**src/rtl/mgt_01_mul_arbiter.sv**
```systemverilog
// Round-robin arbiter letting the integer MUL (id 0) and FPU (id 1) requesters share one
// multi-cycle signed multiplier, with requester-0 flush and a RUN-phase watchdog.
module mgt_01_mul_arbiter #(
  parameter int XLEN = 32,
  parameter int WDOG = 24
) (
  input  logic              clk_i,
  input  logic              rst_i,
  input  logic              req0_valid_i,
  output logic              req0_ready_o,
  input  logic [XLEN-1:0]   req0_multiplier_i,
  input  logic [XLEN-1:0]   req0_multiplicand_i,
  input  logic              req1_valid_i,
  output logic              req1_ready_o,
  input  logic [XLEN-1:0]   req1_multiplier_i,
  input  logic [XLEN-1:0]   req1_multiplicand_i,
  input  logic              flush0_i,
  output logic              rsp_valid_o,
  input  logic              rsp_ready_i,
  output logic              rsp_id_o,
  output logic [2*XLEN-1:0] rsp_result_o,
  output logic              rsp_err_o,
  output logic [XLEN-1:0]   mul_multiplier_o,
  output logic [XLEN-1:0]   mul_multiplicand_o,
  output logic              mul_clk_en_o,
  output logic              mul_rst_n_o,
  input  logic [2*XLEN-1:0] mul_result_i,
  input  logic              mul_valid_i,
  output logic              busy_o
);

  localparam int CW = $clog2(WDOG + 1);

  typedef enum logic [1:0] {S_INIT, S_IDLE, S_RUN, S_RESP} state_t;

  state_t                   state, state_nxt;
  logic [1:0]               init_cnt;
  logic [CW-1:0]            run_cnt;
  logic                     rr_ptr;
  logic                     sel;
  logic                     grant;
  logic                     flushed;
  logic                     to_init;
  logic                     discard;
  logic                     wdog_hit;
  logic signed [XLEN-1:0]   a_q;
  logic signed [XLEN-1:0]   b_q;
  logic                     id_q;
  logic [2*XLEN-1:0]        result_q;
  logic                     err_q;

  // rr_ptr names the requester preferred when both are valid
  always_comb begin
    sel = rr_ptr;
    if (req0_valid_i && req1_valid_i) sel = rr_ptr;
    else if (req1_valid_i)            sel = 1'b1;
    else if (req0_valid_i)            sel = 1'b0;
  end

  assign grant    = (state == S_IDLE) && (sel ? req1_valid_i : req0_valid_i);
  assign discard  = flushed || (flush0_i && !id_q);
  assign wdog_hit = (run_cnt == CW'(WDOG - 1));

  assign mul_multiplier_o   = a_q;
  assign mul_multiplicand_o = b_q;
  assign rsp_id_o           = id_q;
  assign rsp_result_o       = result_q;
  assign rsp_err_o          = err_q;

  always_comb begin
    state_nxt    = state;
    req0_ready_o = 1'b0;
    req1_ready_o = 1'b0;
    mul_clk_en_o = 1'b0;
    mul_rst_n_o  = 1'b1;
    rsp_valid_o  = 1'b0;
    busy_o       = 1'b1;
    case (state)
      S_INIT: begin
        mul_rst_n_o = (init_cnt == 2'd2);
        if (init_cnt == 2'd2) state_nxt = S_IDLE;
      end
      S_IDLE: begin
        busy_o       = 1'b0;
        req0_ready_o = !sel;
        req1_ready_o = sel;
        if (grant) state_nxt = S_RUN;
      end
      S_RUN: begin
        // enable stays high on the completion edge so the multiplier parks in idle
        mul_clk_en_o = 1'b1;
        if (mul_valid_i)   state_nxt = discard ? S_IDLE : S_RESP;
        else if (wdog_hit) state_nxt = discard ? S_INIT : S_RESP;
      end
      S_RESP: begin
        rsp_valid_o = 1'b1;
        if (rsp_ready_i) state_nxt = to_init ? S_INIT : S_IDLE;
      end
      default: state_nxt = S_INIT;
    endcase
  end

  always_ff @(posedge clk_i or posedge rst_i) begin
    if (rst_i) begin
      state    <= S_INIT;
      init_cnt <= 2'd0;
      run_cnt  <= '0;
      rr_ptr   <= 1'b0;
      flushed  <= 1'b0;
      to_init  <= 1'b0;
      a_q      <= '0;
      b_q      <= '0;
      id_q     <= 1'b0;
      result_q <= '0;
      err_q    <= 1'b0;
    end else begin
      state    <= state_nxt;
      init_cnt <= (state == S_INIT && init_cnt != 2'd2) ? init_cnt + 2'd1 : 2'd0;
      run_cnt  <= (state == S_RUN) ? run_cnt + CW'(1) : '0;
      if (grant) begin
        a_q     <= sel ? req1_multiplier_i   : req0_multiplier_i;
        b_q     <= sel ? req1_multiplicand_i : req0_multiplicand_i;
        id_q    <= sel;
        rr_ptr  <= !sel;
        flushed <= 1'b0;
        to_init <= 1'b0;
      end
      if (state == S_RUN && flush0_i && !id_q) flushed <= 1'b1;
      if (state == S_RUN && mul_valid_i) begin
        result_q <= mul_result_i;
        err_q    <= 1'b0;
      end else if (state == S_RUN && wdog_hit && !discard) begin
        // a timed-out operation answers with an error, then the multiplier is re-initialised
        result_q <= '0;
        err_q    <= 1'b1;
        to_init  <= 1'b1;
      end
    end
  end

endmodule
```
**config.mk**
```make
export PLATFORM = sky130hd
export DESIGN_NAME = mgt_01_mul_arbiter
export DESIGN_NICKNAME = d
export VERILOG_FILES = /design/src/rtl/mgt_01_mul_arbiter.sv
export SDC_FILE = /design/constraint.sdc
export NUM_CORES = 1
export LEC_CHECK = 0
export CELL_PAD_IN_SITES_DETAIL_PLACEMENT = 0
export CELL_PAD_IN_SITES_GLOBAL_PLACEMENT = 1
export CORE_ASPECT_RATIO = 1.1
export CORE_MARGIN = 2
export CORE_UTILIZATION = 30
export DETAILED_ROUTE_END_ITERATION = 12
export PLACE_DENSITY_LB_ADDON = 0.1
export SYNTH_ARGS = -nofsm -noshare
export SYNTH_HDL_FRONTEND = slang
export SYNTH_SLANG_ARGS = --single-unit
```
**constraint.sdc**
```tcl
create_clock -name clk_i -period 10.15 [get_ports clk_i]
set_input_delay 1.015 -clock clk_i [delete_from_list [all_inputs] [get_ports clk_i]]
set_output_delay 1.015 -clock clk_i [all_outputs]
set_load 0.01 [all_outputs]
```
==> results of run 1 <==
## cells in the mapped netlist
cell,count
buf_4,3
a222oi_1,64
nand2b_4,1
a21oi_1,4
nand2_1,129
nand3_1,2
xnor2_1,1
and2_1,5
xor2_1,2
a21o_1,1
or3_1,1
and4b_1,1
o21ai_1,65
nor3_1,2
clkbuf_1,18
nor2_1,8
inv_1,69
buf_1,2
a22o_1,2
o21a_1,1
maj3_1,1
inv_2,2
o211a_1,1
buf_6,3
o21ai_2,1
nor3_2,1
nor2b_1,2
o21ai_0,1
o41ai_1,1
dfrtp_1,142
buf_2,16
a211oi_2,1
and2b_4,1
ha_1,2
## per-stage QoR
stage                     hold WS [ns]  instance area [sq um]  total power [uW]  instances  setup slack, ns
after detailed placement         0.415                   9300              2250       1102             6.44
after global routing             0.456                   9900              3060       1134             6.41
after global placement           0.413                   9300              2230       1102             6.49
after CTS                        0.424                   9900              2900       1133             6.44
final                            0.424                   9900              2860       1134             6.44
after floorplan                  0.403                   5780              1530        556             5.33
## per-layer routing
| metal | vias to the layer above | wire length [microns] | track usage |
|---|---|---|---|
| li1 | 2565 | - | - |
| met4 | 0 | 408 | 0.0630 |
| met5 | - | 0 | 0 |
| met1 | 2597 | 8160 | 0.237 |
| met3 | 21 | 1880 | 0.0745 |
| met2 | 247 | 9410 | 0.309 |
## area by class of cell
type                            instances  area [sq um]  share of cell area
Antenna cell                            1          2.50            0.000253
Sequential cell                       142          3550               0.359
Timing Repair Buffer                  341          3400               0.343
Multi-Input combinational cell        301          1770               0.179
Clock inverter                         10           139              0.0140
Tap cell                              247           309              0.0312
Clock buffer                           21           460              0.0465
Inverter                               71           272              0.0274
## worst reg2reg max path, stage by stage (launching register included)
cell      delay [ns]
dfrtp_1         0.46
and2b_4         0.33
inv_2           0.07
a211oi_4        0.19
buf_4           0.59
a222oi_1        0.25
inv_1           0.11
## kinds of logic (layout without fill, tap and decap cells)
family / after synthesis / count (layout) / synth area share
buffers and inverters: 113 / 443 / 0.0826
adders and majority gates: 3 / 3 / 0.00606
xor gates and xnor gates: 3 / 3 / 0.00454
and+or+nand+nor: 153 / 153 / 0.109
DFF: 142 / 142 / 0.614
AOI/OAI and AO/OA: 142 / 142 / 0.184
other: 0 / 1 / 0
## report_power, final
part,switching [uW],total [uW],internal (uW)
clock,234,631,398
sequential,144,964,819
combinational,572,1270,697
## state kept, by name (all words and copies together), names as in the netlist
register            flops
rsp_err_o               1
state                   2
flushed                 1
init_cnt                2
mul_multiplicand_o     32
to_init                 1
rsp_result_o           64
mul_multiplier_o       32
rsp_id_o                1
run_cnt                 5
rr_ptr                  1
## final timing paths
path | to | slack [ns] | depth (start not counted)
setup / recovery | req1_ready_o | 6.44 | 5
hold / removal | init_cnt[0]$_DFF_PP0_ | 0.42 | 1
setup reg to reg | mul_multiplicand_o[25]$_DFFE_PP0P_ | 8.09 | 6
hold reg to reg | init_cnt[0]$_DFF_PP0_ | 0.42 | 1
max in group asynchronous | mul_multiplier_o[8]$_DFFE_PP0P_ | 7.78 | 3
min in group asynchronous | rsp_err_o$_DFFE_PP0P_ | 1.16 | 2
==> reports/results.tsv, run 1 <==
metric	value	unit
status	finished, final reports clean	
yosys.area.top_type	dfrtp_1	
cts_tree	built	
worst_pin_slew	0.821	ns
crit_start	req0_valid_i	
drcViolationCount	0	
path_cells	clkdlybuf4s50_1 > inv_1 > maj3_1 > and2_1 > clkdlybuf4s50_1	
yosys.area.top_type_share	0.614	
clock_path_buffers	2	
postRouteAntennaNets	0	
cts_resized	0	
h-tree-depth	4	
coreArea	19000	sq um
clk_pin_slew	0.06	ns
grt_max_degree	93	
hold_viol	0	
syn_area	5780	sq um
ctsHoldBuffers	0	
maxCapViolations	0	
cts_sinks	142	
grt_first_pass_wirelength	29900	microns
crit_path_max_fanout	3	
irDropWorstVdd	0.131	mV
leakage	0.00444	uW
fin_skew	0.00958	ns
layout_commonest_cell	clkdlybuf4s50_1	
cpMostUsedCell	clkdlybuf4s50_1	
critPathRequiredTime	9.14	ns
initial_core_util	0.304	
worstHoldPathType	flop to flop	
syn_avg_cell_area	10.4	sq um
r2r_start	state[1]$_DFFE_PP0P_	
drtIter0Drc	399	
finalMaxSlewViolations	0	
n_fill_cell	1713	
synth.distinct_cells	34	
gr-total-overflow	0	
min_period	3.71	ns
chipWidth	136	microns
dpl.hpwl	13900	microns
gp_congestion	0.777	
fp-row-count	53	
cts_root_buf	clkbuf_16	
vias_per_cell	4.79	
path_buf_inv	3	
synthTopCellsByArea	dfrtp_1, a222oi_1, nand2_1, o21ai_1, inv_1	
antenna_found_initial	1	
seq_area_frac_synth	0.614	
ys_warn_count	0	
clkLatencyLatePin	0.41	ns
slowest_stage	clkdlybuf4s50_1	
fin_nets	1075	
rsz0062_at_grt	false	
fmax	0.269	GHz
grt_pass1_vias	5461	
critPathMaxStageDelay	0.54	ns
cts_setup_buffers	0	
cp-start-kind	primary input	
port_buffers	334	
grt_use_total	0.192	
final_cell_mix	clkdlybuf4s50_1, dfrtp_1, nand2_1	
cp-end-kind	output port	
syn_inst	556	
post-route-util	0.520	
min_period_over_period	0.366	
vias	5430	
path_delay_family	buffers and inverters	
cts_made_buffers	17	
die-height	150	microns
drtPass1Iterations	9	
area_delta_synth_final	71.2	%
power_density	289	nW/um^2
min-delay-start	init_cnt[0]$_DFF_PP0_	
die_area	20400	sq um
wl_per_cell	17.5	microns
critical_path_arrival	2.70	ns
drive_above_1_share	0.0542	
ys_seq_elements	142	
slew_headroom	0.452	
synthesis.nets	757	
drt-total-wl	19900	microns
setup_viol	0	
path_class	primary input to output port	
pin_count	335	
finalSetupTns	0	ns
No activity file was read; power rests on OpenSTA's default activity.
==> run 2: changes to the inputs <==
- CORE_UTILIZATION: 30 -> 25
- clock period: 10.15 -> 3 ns (I/O delays scaled with it)
==> reports/results.tsv, run 2 (synthesis results as in run 1) <==
metric	value	unit	change
ff2ff_path_depth	6		unchanged
insertedDiodeCount	0		-1
cts_setup_buffers	0		unchanged
critPathRequiredTime	2.70	ns	-6.44 ns
maxCapViolations	0		unchanged
vias_per_cell	4.63		-3.3%
seqCellArea	3550	sq um	unchanged
irDropWorstVdd	0.453	mV	+240%
status	finished, final reports clean		
clock_path_buffers	2		unchanged
n_fill_cell	2180		+27%
final_cell_area	9970	sq um	+0.66%
power_density	960	nW/um^2	+230%
initial_core_util	0.254		-0.0501
clk_pin_slew	0.06	ns	about the same
path_class	primary input to output port		
cts_made_buffers	17		unchanged
drtIter0Drc	382		-4.3%
drcViolationCount	0		unchanged
wl_per_cell	17.2	microns	-1.8%
cts_sinks	142		unchanged
crit_path_max_fanout	3		unchanged
fin_nets	1077		+0.19%
worstHoldPathType	primary input to flop		
fin_skew	0.0132	ns	+0.00361 ns
rsz0062_at_grt	false		
path_cells	clkdlybuf4s50_1 > inv_1 > maj3_1 > nor2_1 > clkdlybuf4s50_1		
die_area	24400	sq um	+19%
grt_max_degree	143		+54%
min_path_cells	3		+2
min_period_over_period	0.789		
worst_pin_slew	0.815	ns	-0.00675 ns
largest_reg_flops	64		unchanged
gr-total-overflow	0		unchanged
fp-row-count	58		+9.4%
place_area	9430	sq um	+1.4%
hold_viol	0		unchanged
ctsHoldBuffers	0		unchanged
slew_headroom	0.455		+0.00244
hold_ws	0.421	ns	-0.00283 ns
final_cell_mix	clkdlybuf4s50_1, dfrtp_1, nand2_1		
path_depth	5		unchanged
layout_commonest_cell	clkdlybuf4s50_1		
cp-start-kind	primary input		
finalSetupTns	0	ns	unchanged
postRouteAntennaNets	0		unchanged
leakage	0.00444	uW	+0.16%
grt_pass1_vias	5759		+5.5%
area_delta_synth_final	72.4	%	
critPathMaxStageDelay	0.60	ns	+0.06 ns
slowest_stage	clkdlybuf4s50_1		
coreArea	22800	sq um	+20%
cts_tree	built		
cts_resized	0		unchanged
grt_first_pass_wirelength	31600	microns	+5.6%
vias	5492		+1.1%
gp_congestion	0.759		-2.4%
min_period	2.37	ns	
cp-end-kind	output port		
die-height	164	microns	+9.3%
grt_use_total	0.167		-0.0255
h-tree-depth	4		unchanged
drtPass1Iterations	8		-1
drive_above_1_share	0.0564		+0.00226
multi_input_area	1770	sq um	unchanged
port_buffers	334		unchanged
critical_path_arrival	2.07	ns	-0.63 ns
finalMaxSlewViolations	0		unchanged
cpMostUsedCell	clkdlybuf4s50_1		
drt-total-wl	20400	microns	+2.7%
setup_viol	0		unchanged
path_delay_family	buffers and inverters		
dpl.hpwl	14100	microns	+1.7%
post-route-util	0.438		-0.0829
fmax	0.422	GHz	
chipWidth	149	microns	+9.3%
cts_root_buf	clkbuf_16		
pin_count	335		unchanged
clkLatencyLatePin	0.42	ns	about the same
path_buf_inv	3		unchanged
antenna_found_initial	1		unchanged
power	9570	uW	+230%
-- run 2: cell count changes in the layout (fill, tap and decap cells not counted) --
cell and delta:
buf_12 +4, buf_4 -2, bufinv_16 -2, clkbuf_1 -2
clkbuf_8 -1, clkinv_2 +3, clkinv_4 +3, clkinvlp_4 -2
diode_2 -1, inv_6 -1
-- run 2: worst reg2reg max path: cells and delay by family, from the launching register on --
family | cells | cell delay (ns)
buffers and inverters | 3 | 0.64
flip-flops | 1 | 0.45
AO/OA/AOI/OAI | 2 | 0.44
AND/OR/NAND/NOR | 1 | 0.32
-- run 2: area by class of cell --
type / instances / area share
clock buffer: 18 / 0.0441
clock inverter: 11 / 0.00979
inverter: 71 / 0.0271
multi-input combinational: 301 / 0.178
sequential: 142 / 0.356
tap: 300 / 0.0377
timing repair buffer: 343 / 0.347
-- run 2: path summary, 6_finish.rpt --
check                                       from                            endpoint  slack (ns)
max                                 req0_valid_i                        req0_ready_o        0.63
min                             mul_result_i[55]        rsp_result_o[55]$_DFFE_PP0P_        0.42
max reg2reg                 state[1]$_DFFE_PP0P_  mul_multiplicand_o[25]$_DFFE_PP0P_        1.09
min reg2reg                init_cnt[0]$_DFF_PP0_               init_cnt[0]$_DFF_PP0_        0.43
max in group asynchronous                  rst_i        rsp_result_o[27]$_DFFE_PP0P_        1.92
min in group asynchronous                  rst_i   mul_multiplicand_o[6]$_DFFE_PP0P_        0.48
-- run 2: routing by layer --
| metal | share of wire | wire [microns] | track usage | up-vias |
|---|---|---|---|---|
| li1 | - | - | - | 2565 |
| met1 | 0.39 | 8050 | 0.196 | 2620 |
| met2 | 0.47 | 9610 | 0.266 | 274 |
| met3 | 0.10 | 2130 | 0.0696 | 31 |
| met4 | 0.029 | 590 | 0.0732 | 2 |
| met5 | 0.00064 | 13 | 0 | - |
-- run 2: through the flow --
stage	cells	setup slack (ns)
finish	1186	0.632
global route	1186	0.527
CTS	1186	0.636
detailed placement	1157	0.653
global placement	1157	0.645
floorplan	556	0.923
-- run 2: where the power goes --
group / total (uW) / internal [uW] / switching (uW)
Clock: 1960 / 1140 / 812
Combinational: 4340 / 2400 / 1940
Sequential: 3270 / 2770 / 500
==> run 3: changes to the inputs <==
- clock period: 3 -> 2.09 ns (I/O delays scaled with it)
==> reports/results.tsv, run 3 (synthesis results as in run 1) <==
metric	value	unit	change
status	finished, final reports clean		
die_area	24400	sq um	unchanged
area_delta_synth_final	75.9	%	
drive_above_1_share	0.0658		+0.00934
port_buffers	334		unchanged
seqCellArea	3550	sq um	about the same
vias_per_cell	4.58		-1.2%
drt-total-wl	20600	microns	+1.2%
drcViolationCount	0		unchanged
place_area	9560	sq um	+1.3%
post-route-util	0.447		+0.00911
worstHoldPathType	primary input to async pin		
wl_per_cell	17.2	microns	+0.25%
fin_nets	1085		+0.74%
grt_max_degree	82		-43%
die-height	164	microns	unchanged
chipWidth	149	microns	unchanged
grt_first_pass_wirelength	31700	microns	+0.26%
grt_pass1_vias	5817		+1.0%
critical_path_arrival	1.77	ns	-0.30 ns
coreArea	22800	sq um	unchanged
cp-end-kind	output port		
layout_commonest_cell	clkdlybuf4s50_1		
leakage	0.00454	uW	+2.3%
path_class	flop to output port		
fmax	0.506	GHz	
final_cell_area	10200	sq um	+2.1%
gr-total-overflow	0		unchanged
path_buf_inv	2		-1
cp-start-kind	flop		
irDropWorstVdd	0.530	mV	+17%
setup_viol	0		unchanged
crit_path_max_fanout	9		+6
n_fill_cell	2210		+1.4%
initial_core_util	0.254		unchanged
cts_root_buf	clkbuf_16		
fin_skew	0.0129	ns	-0.000257 ns
final_cell_mix	clkdlybuf4s50_1, dfrtp_1, nand2_1		
cts_made_buffers	17		unchanged
vias	5478		-0.25%
gp_congestion	0.759		about the same
h-tree-depth	4		unchanged
grt_use_total	0.169		+0.00222
min_period_over_period	0.946		
clk_pin_slew	0.06	ns	about the same
multi_input_area	1770	sq um	unchanged
path_delay_family	buffers and inverters		
finalMaxSlewViolations	0		unchanged
slowest_stage	clkdlybuf4s50_1		
antenna_found_initial	0		-1
clkLatencyLatePin	0.42	ns	about the same
cts_tree	built		
hold_viol	0		unchanged
finalSetupTns	0	ns	unchanged
dpl.hpwl	14800	microns	+4.9%
drtIter0Drc	438		+15%
path_cells	nand2b_4 > inv_2 > clkdlybuf4s50_1		
slew_headroom	0.677		+0.222
cts_sinks	142		unchanged
drtPass1Iterations	6		-2
maxCapViolations	0		unchanged
critPathMaxStageDelay	0.55	ns	-0.05 ns
regToRegSetupSlack	0.27	ns	-0.82 ns
fp-row-count	58		unchanged
critPathRequiredTime	1.88	ns	-0.82 ns
largest_reg_flops	64		unchanged
pin_count	335		unchanged
clock_path_buffers	2		unchanged
min_period	1.98	ns	
postRouteAntennaNets	0		unchanged
worst_pin_slew	0.485	ns	-0.330 ns
power_density	1400	nW/um^2	+46%
rsz0062_at_grt	false		
insertedDiodeCount	0		unchanged
==> run 3: changes by cell type in the layout (fill, tap and decap cells not counted), moves of 2 or more <==
cell             change
clkbuf_1             +3
buf_4                +3
clkdlybuf4s50_1      -4
buf_12               +5
dlygate4sd2_1        +3
bufinv_16            +3
inv_6                +2
clkinv_2             -4
==> run 3: power breakdown <==
group	total (uW)	internal, uW	switching [uW]
clock	3230	2010	1220
combinational	6300	3500	2800
sequential	4680	3980	696
==> run 3: worst paths after layout <==
path                                       startpoint                                 to  cells past startpoint
worst max register to register   state[0]$_DFFE_PP0P_       rsp_result_o[34]$_DFFE_PP0P_                      5
max in group asynchronous                       rst_i   mul_multiplier_o[15]$_DFFE_PP0P_                      3
min in group clk_i                   mul_result_i[19]       rsp_result_o[19]$_DFFE_PP0P_                      3
worst max-delay path             state[0]$_DFFE_PP0P_                       mul_clk_en_o                      3
worst min-delay path                            rst_i  mul_multiplicand_o[0]$_DFFE_PP0P_                      2
worst min register to register  init_cnt[0]$_DFF_PP0_              init_cnt[0]$_DFF_PP0_                      1
==> run 3: layout make-up <==
cell class | count | area share
repair buffers | 351 | 0.352
multi-input cells | 301 | 0.174
well taps | 300 | 0.0369
flip-flops and latches | 142 | 0.349
clock inverters | 12 | 0.0182
inverters | 71 | 0.0266
clock buffers | 20 | 0.0429
==> run 3: metal layers <==
layer | GRT usage | vias to the layer above | part of all wire
met5 | 0 | - | 0
met4 | 0.0584 | 0 | 0.017
met3 | 0.0698 | 19 | 0.097
met2 | 0.286 | 244 | 0.50
met1 | 0.192 | 2619 | 0.39
li1 | - | 2596 | -
==> run 3: what timing repair did <==
item                                    CTS  global route
hold buffers                              0             0
endpoints found under the setup margin    3             1
resized for setup                         3             2
buffers inserted                          0             0
==> run 3: worst register-to-register path: cells and delay by family (launching register included) <==
kind                   cells  cell delay [ns]
AND/OR/NAND/NOR            3             0.84
flip-flops                 1             0.47
buffers and inverters      1             0.25
AO/OA/AOI/OAI              1             0.13
==> run 3: stage by stage <==
stage / std cells / power [uW] / hold WS, ns / worst slack (ns)
after global routing: 1197 / 15200 / 0.0241 / 0.0301
after detailed placement: 1165 / 11100 / 0.420 / 0.0404
final: 1197 / 14200 / 0.0356 / 0.113
after CTS: 1197 / 14400 / 0.0172 / 0.0329
after floorplan: 556 / 7440 / 0.330 / 0.104
after global placement: 1165 / 11000 / 0.414 / -0.00586
